File: config.mk
export PLATFORM = sky130hd
export DESIGN_NAME = rv32i_mem_arbiter
export DESIGN_NICKNAME = d
export VERILOG_FILES = /design/src/rtl/rv32i_mem_pkg.sv /design/src/rtl/rv32i_addr_check.sv /design/src/rtl/rv32i_mem_arbiter.sv
export SDC_FILE = /design/constraint.sdc
export NUM_CORES = 1
export LEC_CHECK = 0
export ABC_AREA = 1
export CORE_AREA = 2 2 98 100
export DETAILED_ROUTE_END_ITERATION = 16
export DIE_AREA = 0 0 100 102
export GPL_TIMING_DRIVEN = 1
export PLACE_DENSITY_LB_ADDON = 0.08
export RECOVER_POWER = 25
export SLEW_MARGIN = 20
export SYNTH_ARGS = -nofsm -noshare
export SYNTH_HDL_FRONTEND = slang
export SYNTH_SLANG_ARGS = --single-unit
File: constraint.sdc
create_clock -name clk -period 2.5 [get_ports clk]
set_clock_uncertainty 0.15 [all_clocks]
set_input_delay 0.5 -clock clk [delete_from_list [all_inputs] [get_ports clk]]
set_output_delay 0.5 -clock clk [all_outputs]
set_load 0.1 [all_outputs]
File: src/rtl/rv32i_mem_pkg.sv
// Shared types and defaults for the RV32I single-port memory arbiter.
package rv32i_mem_pkg;

  typedef enum logic [1:0] {
    RESP_NONE = 2'd0,
    RESP_IF   = 2'd1,
    RESP_D    = 2'd2
  } resp_owner_e;

  localparam int STARVE_MAX_DEF = 4;

endpackage

File: src/rtl/rv32i_addr_check.sv
// Combinational range/alignment check for one requester port.
module rv32i_addr_check #(
  parameter int ADDR_W = 11
) (
  input  logic [31:0] addr,
  input  logic        chk_be,
  input  logic        we,
  input  logic [3:0]  be,
  output logic        err
);

  logic oor, misalign;

  // Any byte-address bit above the word index means the access is off the end.
  assign oor      = |(addr >> (ADDR_W + 2));
  assign misalign = (|addr[1:0]) | (chk_be & we & ~(|be));
  assign err      = oor | misalign;

endmodule

File: src/rtl/rv32i_mem_arbiter.sv
// Fetch/data arbiter for one synchronous single-port word memory, data-first with starvation guard.
module rv32i_mem_arbiter
  import rv32i_mem_pkg::*;
#(
  parameter int DEPTH_WORDS = 2048,
  parameter int ADDR_W      = $clog2(DEPTH_WORDS),
  parameter int STARVE_MAX  = STARVE_MAX_DEF
) (
  input  logic              clk,
  input  logic              rst_n,
  input  logic              if_req,
  input  logic [31:0]       if_addr,
  output logic              if_gnt,
  output logic              if_rvalid,
  output logic [31:0]       if_rdata,
  output logic              if_err,
  input  logic              d_req,
  input  logic              d_we,
  input  logic [3:0]        d_be,
  input  logic [31:0]       d_addr,
  input  logic [31:0]       d_wdata,
  output logic              d_gnt,
  output logic              d_rvalid,
  output logic [31:0]       d_rdata,
  output logic              d_err,
  output logic              mem_en,
  output logic [3:0]        mem_we,
  output logic [ADDR_W-1:0] mem_addr,
  output logic [31:0]       mem_wdata,
  input  logic [31:0]       mem_rdata
);

  localparam int CNT_W = $clog2(STARVE_MAX + 1);

  logic [CNT_W-1:0] starve_cnt;
  resp_owner_e      resp_owner, resp_owner_nxt;
  logic             resp_err, resp_err_nxt;
  logic             resp_is_write;
  logic             if_bad, d_bad, force_if;

  rv32i_addr_check #(.ADDR_W(ADDR_W)) u_if_chk (
    .addr(if_addr), .chk_be(1'b0), .we(1'b0), .be(4'h0), .err(if_bad)
  );

  rv32i_addr_check #(.ADDR_W(ADDR_W)) u_d_chk (
    .addr(d_addr), .chk_be(1'b1), .we(d_we), .be(d_be), .err(d_bad)
  );

  assign force_if = if_req && (starve_cnt == CNT_W'(STARVE_MAX));
  assign d_gnt    = rst_n && d_req && !force_if;
  assign if_gnt   = rst_n && if_req && (force_if || !d_req);

  always_comb begin
    mem_en         = 1'b0;
    mem_we         = 4'h0;
    mem_addr       = '0;
    mem_wdata      = '0;
    resp_owner_nxt = RESP_NONE;
    resp_err_nxt   = 1'b0;
    if (if_gnt) begin
      resp_owner_nxt = RESP_IF;
      resp_err_nxt   = if_bad;
      if (!if_bad) begin
        mem_en    = 1'b1;
        mem_addr  = if_addr[ADDR_W+1:2];
        mem_wdata = d_wdata;
      end
    end else if (d_gnt) begin
      resp_owner_nxt = RESP_D;
      resp_err_nxt   = d_bad;
      if (!d_bad) begin
        mem_en    = 1'b1;
        mem_addr  = d_addr[ADDR_W+1:2];
        mem_we    = d_we ? d_be : 4'h0;
        mem_wdata = d_wdata;
      end
    end
  end

  always_ff @(posedge clk or negedge rst_n) begin
    if (!rst_n) begin
      starve_cnt    <= '0;
      resp_owner    <= RESP_NONE;
      resp_err      <= 1'b0;
      resp_is_write <= 1'b0;
    end else begin
      if (!if_req || if_gnt)
        starve_cnt <= '0;
      else if (starve_cnt != CNT_W'(STARVE_MAX))
        starve_cnt <= starve_cnt + 1'b1;
      resp_owner    <= resp_owner_nxt;
      resp_err      <= resp_err_nxt;
      resp_is_write <= d_gnt && d_we;
    end
  end

  // Read data only passes for error-free reads on the owning port.
  assign if_rvalid = (resp_owner == RESP_IF);
  assign d_rvalid  = (resp_owner == RESP_D);
  assign if_err    = if_rvalid && resp_err;
  assign d_err     = d_rvalid && resp_err;
  assign if_rdata  = (if_rvalid && !resp_err) ? mem_rdata : 32'h0;
  assign d_rdata   = (d_rvalid && !resp_err && !resp_is_write) ? mem_rdata : 32'h0;

endmodule
# == Yosys cells after proc, flatten, opt, wreduce, memory -nomap -nowiden ==
# Cells that the tools add are included.
# classes
addsub,1
n_eq_ne,4
n_mux,24
n_bitwise,5
n_reduce_logical,24
# ops
op,count
$mux 32,6
$mux 11,4
$reduce_or 19->1,2
$mux 4,4
$logic_and 1x1->1,11
$mux 1,6
$mux 3,2
$logic_not 1->1,5
$mux 2,2
$reduce_or 2->1,2
$reduce_or 4->1,1
$add 3x1->3 const B,1
$eq 3x3->1 const B,1
$ne 3x3->1 const B,1
$or 1x1->1,3
$eq 2x1->1 const B,1
$eq 2x2->1 const B,1
$logic_or 1x1->1,2
$reduce_bool 2->1,1
$and 1x1->1,1
$not 1->1,1
# word_totals
regBits,7
in_bits,137
out_inout_bits,118
elab_cells,62

# == Longest topological paths before layout ==
# Gate-level depths: netlist of run 1.
# depth
ltp_word,8
ltp_mapped,8
ltp_nobuf,7

# == Modules after synthesis ==
# Synthesis of run 1 repeated with hierarchy kept, for this count alone.
# unflattened
cells_unflattened,387
area_unflattened_um2,1963.1
# modules_own_cells
mod,instances,cells_each,area_per_inst_um2,seq_area_each_um2
rv32i_mem_arbiter,1,309,1662.8,175.2
rv32i_addr_check,2,39,150.1,0.0

# == Least setup slack after synthesis of run 1 ==
# Ideal clock, no wire load.
# synth_timing
kind,reg2out
start,register resp_owner[1]
end,output port d_rdata[10]
t_arrival_ps,3530
required_time_ps,1850
slack_ps,-1680
path_stages_with_launch,6
n_path_buf,1
cell_sequence,dfrtp_1 > inv_1 > nor2_1 > nand2_1 > clkbuf_1 > nor2_1
# synth_via
elab_chain_len,4
# synth_rtl
item,line_no,rtl
"start, declared",rv32i_mem_arbiter.sv:36,"resp_owner_e resp_owner, resp_owner_nxt;"
"start signal, assigned",rv32i_mem_arbiter.sv:91,resp_owner <= resp_owner_nxt;
$eq 2x2->1,rv32i_mem_arbiter.sv:99,assign d_rvalid = (resp_owner == RESP_D);
net d_rvalid,rv32i_mem_arbiter.sv:23,"output logic d_rvalid,"
$logic_and 1x1->1 (2 in a row),rv32i_mem_arbiter.sv:103,assign d_rdata = (d_rvalid && !resp_err && !resp_is_write) ? mem_rdata : 32'h0;
$mux 32,rv32i_mem_arbiter.sv:103,
"end, declared",rv32i_mem_arbiter.sv:24,"output logic [31:0] d_rdata,"
# The timed path passes the listed nets, and every way through them passes these cells.

# == Final worst setup path of run 1 ==
# layout_timing
start,input port if_addr[20]
end,output port mem_wdata[18]
# layout_via
elab_chain_len,4
# layout_rtl
item,line_no,rtl
"start, declared",rv32i_mem_arbiter.sv:12,"input logic [31:0] if_addr,"
$reduce_or 19->1,rv32i_addr_check.sv:15,assign oor = |(addr >> (ADDR_W + 2));
$or 1x1->1,rv32i_addr_check.sv:17,assign err = oor | misalign;
$mux 32,rv32i_mem_arbiter.sv:63,if (!if_bad) begin
$mux 32,rv32i_mem_arbiter.sv:60,if (if_gnt) begin
"end, declared",rv32i_mem_arbiter.sv:29,"output logic [31:0] mem_wdata,"
# No other way between the ends.

==> results of run 1 <==
-- stage by stage --
step	cell area (um2)	TNS, ns	instances	util, %
2_1_floorplan	2190	-57.40	308	-
3_3_place_gp	6070	-11.89	680	66.7
3_5_place_dp	6070	-13.20	680	66.7
4_1_cts	6330	-3.44	693	69.5
5_1_grt	6320	-3.96	696	69.4
6_report	6320	-1.15	696	69.4
-- routing by layer --
metal | vias to the layer above | GRT usage [%] | wire (um)
li1 | 1463 | - | -
met1 | 1284 | 20.4 | 3440
met2 | 156 | 34.9 | 5080
met3 | 11 | 4.45 | 869
met4 | 0 | 3.48 | 123
met5 | - | 0 | 0
-- cell usage after synthesis --
cell / count / area, um2
a21oi_1: 3 / 15.0
a21oi_2: 29 / 254
a21oi_4: 1 / 16.3
buf_1: 1 / 3.75
buf_2: 6 / 30.0
buf_6: 3 / 33.8
clkbuf_1: 6 / 22.5
dfrtp_1: 7 / 175
ha_1: 2 / 25.0
inv_1: 76 / 285
inv_2: 1 / 3.75
nand2_1: 32 / 120
nand2_2: 1 / 6.26
nand2_4: 1 / 11.3
nand3_1: 26 / 130
nand3_2: 1 / 10.0
nand4_2: 1 / 12.5
nor2_1: 100 / 375
nor2_8: 1 / 20.0
nor3_1: 2 / 10.0
o21ai_0: 4 / 20.0
o31ai_1: 1 / 7.51
or2_1: 2 / 12.5
xnor2_1: 1 / 8.76
-- cell type report --
| cell class | count | area (um2) | share of cell area, % |
|---|---|---|---|
| clock buffers | 3 | 41.3 | 0.653 |
| repair buffers | 289 | 4000 | 63.3 |
| flip-flops and latches | 7 | 175 | 2.77 |
| clock inverters | 1 | 5.00 | 0.0792 |
| multi-input cells | 208 | 1660 | 26.3 |
| inverters | 77 | 294 | 4.65 |
| well taps | 111 | 139 | 2.20 |
-- worst max-delay path: stages --
cell and delay, ns:
dlygate4sd2_1 0.23, nor2_1 0.09, nand2_1 0.06, nor2_1 0.10, buf_4 0.13, nand4_4 0.11, buf_4 0.17, buf_12 0.14
a21oi_4 0.18, buf_12 0.19
-- what timing repair did --
item                                    4_1_cts  5_1_grt
endpoints found under the setup margin       49       48
pin swaps                                    57       22
resized for setup                            94       32
gates cloned                                  6        1
setup buffers                                 3        3
endpoints found under the hold margin         0        0
-- worst max-delay path by stage --
| stage | startpoint | endpoint | slack [ns] | cells past startpoint |
|---|---|---|---|---|
| final | if_addr[20] | mem_wdata[18] | -0.06 | 10 |
| after global routing | starve_cnt[0] | mem_wdata[23] | -0.13 | 9 |
| after CTS | starve_cnt[1] | mem_wdata[27] | -0.15 | 9 |
| after detailed placement | d_addr[22] | mem_wdata[18] | -0.31 | 10 |
| after global placement | if_req | mem_wdata[31] | -0.28 | 7 |
| after floorplan | resp_owner[1] | d_rdata[10] | -0.85 | 5 |
-- power groups by stage --
stage                     sequential (W)  clock [W]  combinational, W
final                           0.000129   0.000162          0.000756
after global routing            0.000129   0.000176          0.000796
after CTS                       0.000129   0.000169          0.000767
after detailed placement        0.000130          0          0.000783
after global placement          0.000129          0          0.000775
after floorplan                 0.000129          0          0.000383
-- cells by family (layout without fill, tap and decap cells) --
logic type / after synthesis / after routing / share of synthesized area (%)
compound gates: 38 / 38 / 19.4
xor+xnor: 1 / 1 / 0.544
fa+ha+maj: 2 / 2 / 1.55
buf+inv: 93 / 370 / 23.6
flops: 7 / 7 / 10.9
simple gates: 167 / 167 / 44.0
-- registers in the layout, summed over array words and instances, names as in the netlist --
| signal | flops |
|---|---|
| starve_cnt | 3 |
| resp_owner | 2 |
| resp_is_write | 1 |
| resp_err | 1 |
==> impl_results.md, run 1 <==
* Sequential share of power at 12.3%
* Total I/O pin count at 255
* First-pass GRT wire length at 14.8 mm
* IR drop worst, VDD at 86.4 uV
* Syn-to-layout area delta at 293%
* Hold_buf cts at 0
* CTS sink cnt at 7
* Root Driver: clkbuf_8
* Via/cell ratio at 4.19
* Sw Pwr at 0.000490 W
* Total wire length at 9.52 mm
* Crit start category: input pin
* RR Endpoint: starve_cnt[0]
* Post-Syn Instances at 308
* Commonest cells after routing, fill and taps aside: 115 x buf_12, 86 x clkdlybuf4s50_1, 74 x inv_1
* Initial core utilization at 17.7%
* Comb power frac at 72.2%
* Final hold vios at 0
* Status: finished with violations
* Fin crit share at 102%
* Post-Syn Area at 1610 um2
* Wirelength per Cell at 13.7 um
* CP Max Fanout at 5
* Reg2Reg Launch Point: starve_cnt[1]
* DP Worst Slack at -0.308 ns
* Largest net degree at the start of global routing at 33
* RSZ-0062 raised after global routing: true
* CP Capture Type: output port
* Detail Route Antenna Nets at 0
* Max-slew violation count at 0
* DRT iter0 DRCs at 44
* Post-synthesis sequential area ratio at 10.9%
* Total grt overflow at 0
* Fin worst setup slack at -0.0577 ns
* Max cap viols at 0
* Distinct cells, synth at 24
* Clock transition at path regs at 0.04 ns
* Fin Hold WS at 0.360 ns
* Finish-stage setup viols at 32
* Die height at 102 um
* Port bufs at 254
* ANT cells at 0
* Critical path required time at 1.85 ns
* Internal power at 0.000557 W
* Layout cell share with drive strength beyond 1 at 52.6%
* Worst EP arrival at 1.91 ns
* Maximum clock path buffer count at 2
* Horiz. Die Dim at 100 um
* Initial antenna violation count at 0
* Nets at 725
* Global placer's final weighted congestion at 0.791
* FF-to-FF path depth at 8
* Die area at 10200 um2
* Max_slew headroom at 62.2%
* DR pass1 iterations at 4
* Mean Syn Cell Area at 5.22 um2
* Vias in the first global route at 2875
* CTS H-Tree Depth at 1
* Core box area at 9110 um2
* Fill count at 726
* Most common cell after layout, fill and taps aside: buf_12
* Via Count at 2914
* Clock latency on the worst-skew pair at 0.23 ns
* Failing checks: negative setup slack
* Switching Fraction at 46.8%
* Static leakage at 2.73 nW
* Min Tclk post-route at 2.56 ns
* TritonCTS clock tree: done
* CTS Buf Count at 3
* R2r setup slk at 0.85 ns
* Total of warnings raised by yosys at 0
* Final HPWL DP at 7.97 mm
* Syn Nets at 447
* Power per standard cell area at 166 nW/um2
* # DRC at 0
* Highest clock rate at 391 MHz
* HP Class: in2async
* Tot Pwr at 0.00105 W
* Slew @ Worst Pin at 0.570 ns
* Clock power frac at 15.5%
* Total Routing Usage GR at 18.1%
* Row count at 35
* Critical path class: in2out
* Synth Register Bits at 7
Note: power is estimated with default switching activity, not from simulation.
==> inputs of run 2 (changes only) <==
- CTS_CLUSTER_DIAMETER: not set -> 80
==> results of run 2 <==
Same layout as run 1: the final DEF is identical, and so are final timing and power.
==> inputs of run 3 (changes only) <==
- ABC_AREA: 1 -> not set
- CAP_MARGIN: not set -> 15
- CORE_AREA: 2 2 98 100 -> 2 2 100 102
- CTS_BUF_LIST: not set -> sky130_fd_sc_hd__clkbuf_8
- DIE_AREA: 0 0 100 102 -> 0 0 102 104
==> run 3 against run 2 <==
The run still ends with negative setup slack left; register-to-register slack worse by 0.06 ns; die area is 4.0% higher; combinational power down 2%; synthesized cell count shrank 39%; flip-flop and latch count stayed put; core utilization decreased by 0.89 points; largest cell class unchanged.
==> impl_results.md, run 3 <==
* Count leader, synth: and2_1
* Syn-to-layout area delta at 378%
* Core box area at 9550 um2
* Met3 wire length at 1.05 mm
* HP Class: in2async
* Critical path required time at 1.85 ns
* Initial core utilization at 14.3%
* Finish-stage setup viols at 48
* DRT iter0 DRCs at 60
* First-pass GRT wire length at 15.6 mm
* Detail Route Antenna Nets at 0
* Maximum clock path buffer count at 2
* DR top layer: met4
* Mean Syn Cell Area at 7.27 um2
* Failing checks: negative setup slack
* Post-Route M1 WL at 3.27 mm
* Vias in the first global route at 2803
* Tot Pwr at 0.00102 W
* Reg with most FFs: starve_cnt
* Synth Register Bits at 7
* Cell taking the most area after synthesis: and2_1
* Slowest stage delay, CP at 0.60 ns
* # DRC at 0
* Slowest cell on crit path: or4_4
* Highest clock rate at 344 MHz
* CP Max Fanout at 6
* Post-Syn Area at 1370 um2
* Total of warnings raised by yosys at 0
* Post-synthesis sequential area ratio at 12.8%
* Fin crit share at 116%
* TNS Setup at -15.80 ns
* WL met2 at 5.76 mm
* Slew @ Worst Pin at 0.318 ns
* Max cap viols at 0
* Top post-synthesis cells by area: and2_1 31%, a21boi_1 16%, dfrtp_1 13%, nor4_1 4.1%, a22o_1 3.8%
* Post-synth EDFFs at 0
* Row count at 36
* Static leakage at 2.81 nW
* Hold_buf cts at 0
* Max-slew violation count at 0
* Clock latency on the worst-skew pair at 0.22 ns
* CTS Buf Count at 3
* Syn Nets at 327
* Final HPWL DP at 8.28 mm
* RSZ-0062 raised after global routing: true
* Largest net degree at the start of global routing at 33
* Wirelength per Cell at 16.6 um
* Top delay family on crit path: simple AND/OR/NAND/NOR gates
* Crit start category: input pin
* Fin worst setup slack at -0.408 ns
* Initial antenna violation count at 0
* CP Capture Type: output port
* Critical path class: in2out
* CTS sink cnt at 7
* Most common cell after layout, fill and taps aside: buf_12
* Asr flop ratio synth at 100%
* ANT cells at 0
* Fin util at 68.5%
* Nets at 619
* Die height at 104 um
* Synth Flop Type: dfrtp_1
* Port bufs at 254
* TritonCTS clock tree: done
* Clock transition at path regs at 0.04 ns
* Total I/O pin count at 255
* Global placer's final weighted congestion at 0.775
* Commonest cells after routing, fill and taps aside: 124 x buf_12, 90 x clkdlybuf4s50_1, 60 x and2_4
* Die area at 10600 um2
* DR pass1 iterations at 4
* Via Count at 2602
* Total grt overflow at 0
* IR drop worst, VDD at 204 uV
* Top cells by count, synth: 67 x and2_1, 29 x a21boi_1, 9 x nor4_1
* Final hold vios at 0
* Horiz. Die Dim at 102 um
* Top cell by count, worst path: buf_12
* Critical path cell sequence: buf_6, nor4_4, nand2_1, or4_4, buf_12, buf_16, a21boi_4, buf_12
* CTS H-Tree Depth at 1
* Critical path buffers and inverters at 4
* Area share of the largest cell type after synthesis at 30.6%
* Min Tclk post-route at 2.91 ns
* Status: finished with violations
* Worst EP arrival at 2.26 ns
* Max reg flops at 3
* Max_slew headroom at 78.7%
* Via/cell ratio at 4.25
* Largest regs: starve_cnt (3), resp_owner (2)
* Total wire length at 10.2 mm
* Root Driver: clkbuf_8
* Power per standard cell area at 156 nW/um2
* Distinct cells, synth at 31
* Post-Syn Instances at 188
* Total Routing Usage GR at 18.6%
* Layout cell share with drive strength beyond 1 at 66.6%
==> run 3: what timing repair did <==
| item | 4_1_cts | 5_1_grt |
|---|---|---|
| endpoints found under the setup margin | 48 | 48 |
| gates cloned | 8 | 1 |
| pin swaps | 42 | 22 |
| buffers inserted | 12 | 6 |
| gates resized for setup | 117 | 13 |
| endpoints found under the hold margin | 0 | 0 |
==> run 3: final timing paths <==
kind / startpoint / end / slack [ns] / cells after the start
worst max-delay path: if_addr[27] / mem_wdata[19] / -0.41 / 8
worst min-delay path: rst_n / starve_cnt[0] / 0.18 / 2
worst max register to register: starve_cnt[1] / starve_cnt[0] / 0.79 / 8
worst min register to register: starve_cnt[2] / resp_owner[1] / 0.49 / 2
max in group asynchronous: rst_n / resp_is_write / 1.88 / 2
min in group clk: d_we / resp_is_write / 0.49 / 3
==> run 3: kinds of logic after synthesis <==
family,after synthesis,synth area share (%)
compound gates,52,29.8
fa+ha+maj,2,1.83
buf+inv,18,6.95
flops,7,12.8
simple gates,109,48.6
==> run 3: worst register-to-register path: stages (launching register included) <==
cell and delay (ns):
dfrtp_1 0.39, inv_2 0.08, ha_4 0.14, nand2_2 0.05, buf_4 0.12, buf_4 0.12
buf_4 0.13, or3_1 0.29, a21boi_0 0.16
==> run 3: cell type report <==
cell class	instances	area (um2)
multi-input combinational	164	1890
inverter	3	11.3
clock inverter	1	3.75
tap	133	166
timing repair buffer	301	4250
sequential	7	175
fill	710	3010
clock buffer	3	41.3
==> run 3: where the power goes <==
part / total [W] / switching (W) / internal [W]
Sequential: 0.000127 / 0.00000672 / 0.000121
Clock: 0.000149 / 0.0000432 / 0.000106
Combinational: 0.000741 / 0.000367 / 0.000374
Total: 0.00102 / 0.000417 / 0.000600
==> run 3: stage by stage <==
stage          worst slack (ns)  std cells  instance area, um2  hold WS [ns]
2_1_floorplan            -0.468        188                2150        0.0544
3_3_place_gp             -0.674        583                6110         0.435
4_1_cts                  -0.403        606                6470         0.189
6_report                 -0.408        612                6540         0.180
3_5_place_dp             -0.669        583                6110         0.455
5_1_grt                  -0.493        612                6540         0.182
==> run 3: layer usage <==
metal  track usage [%]  vias to the layer above
li1                  -                     1246
met1              19.0                     1201
met2              36.7                      147
met3              5.24                        8
met4              3.14                        0
met5                 0                        -
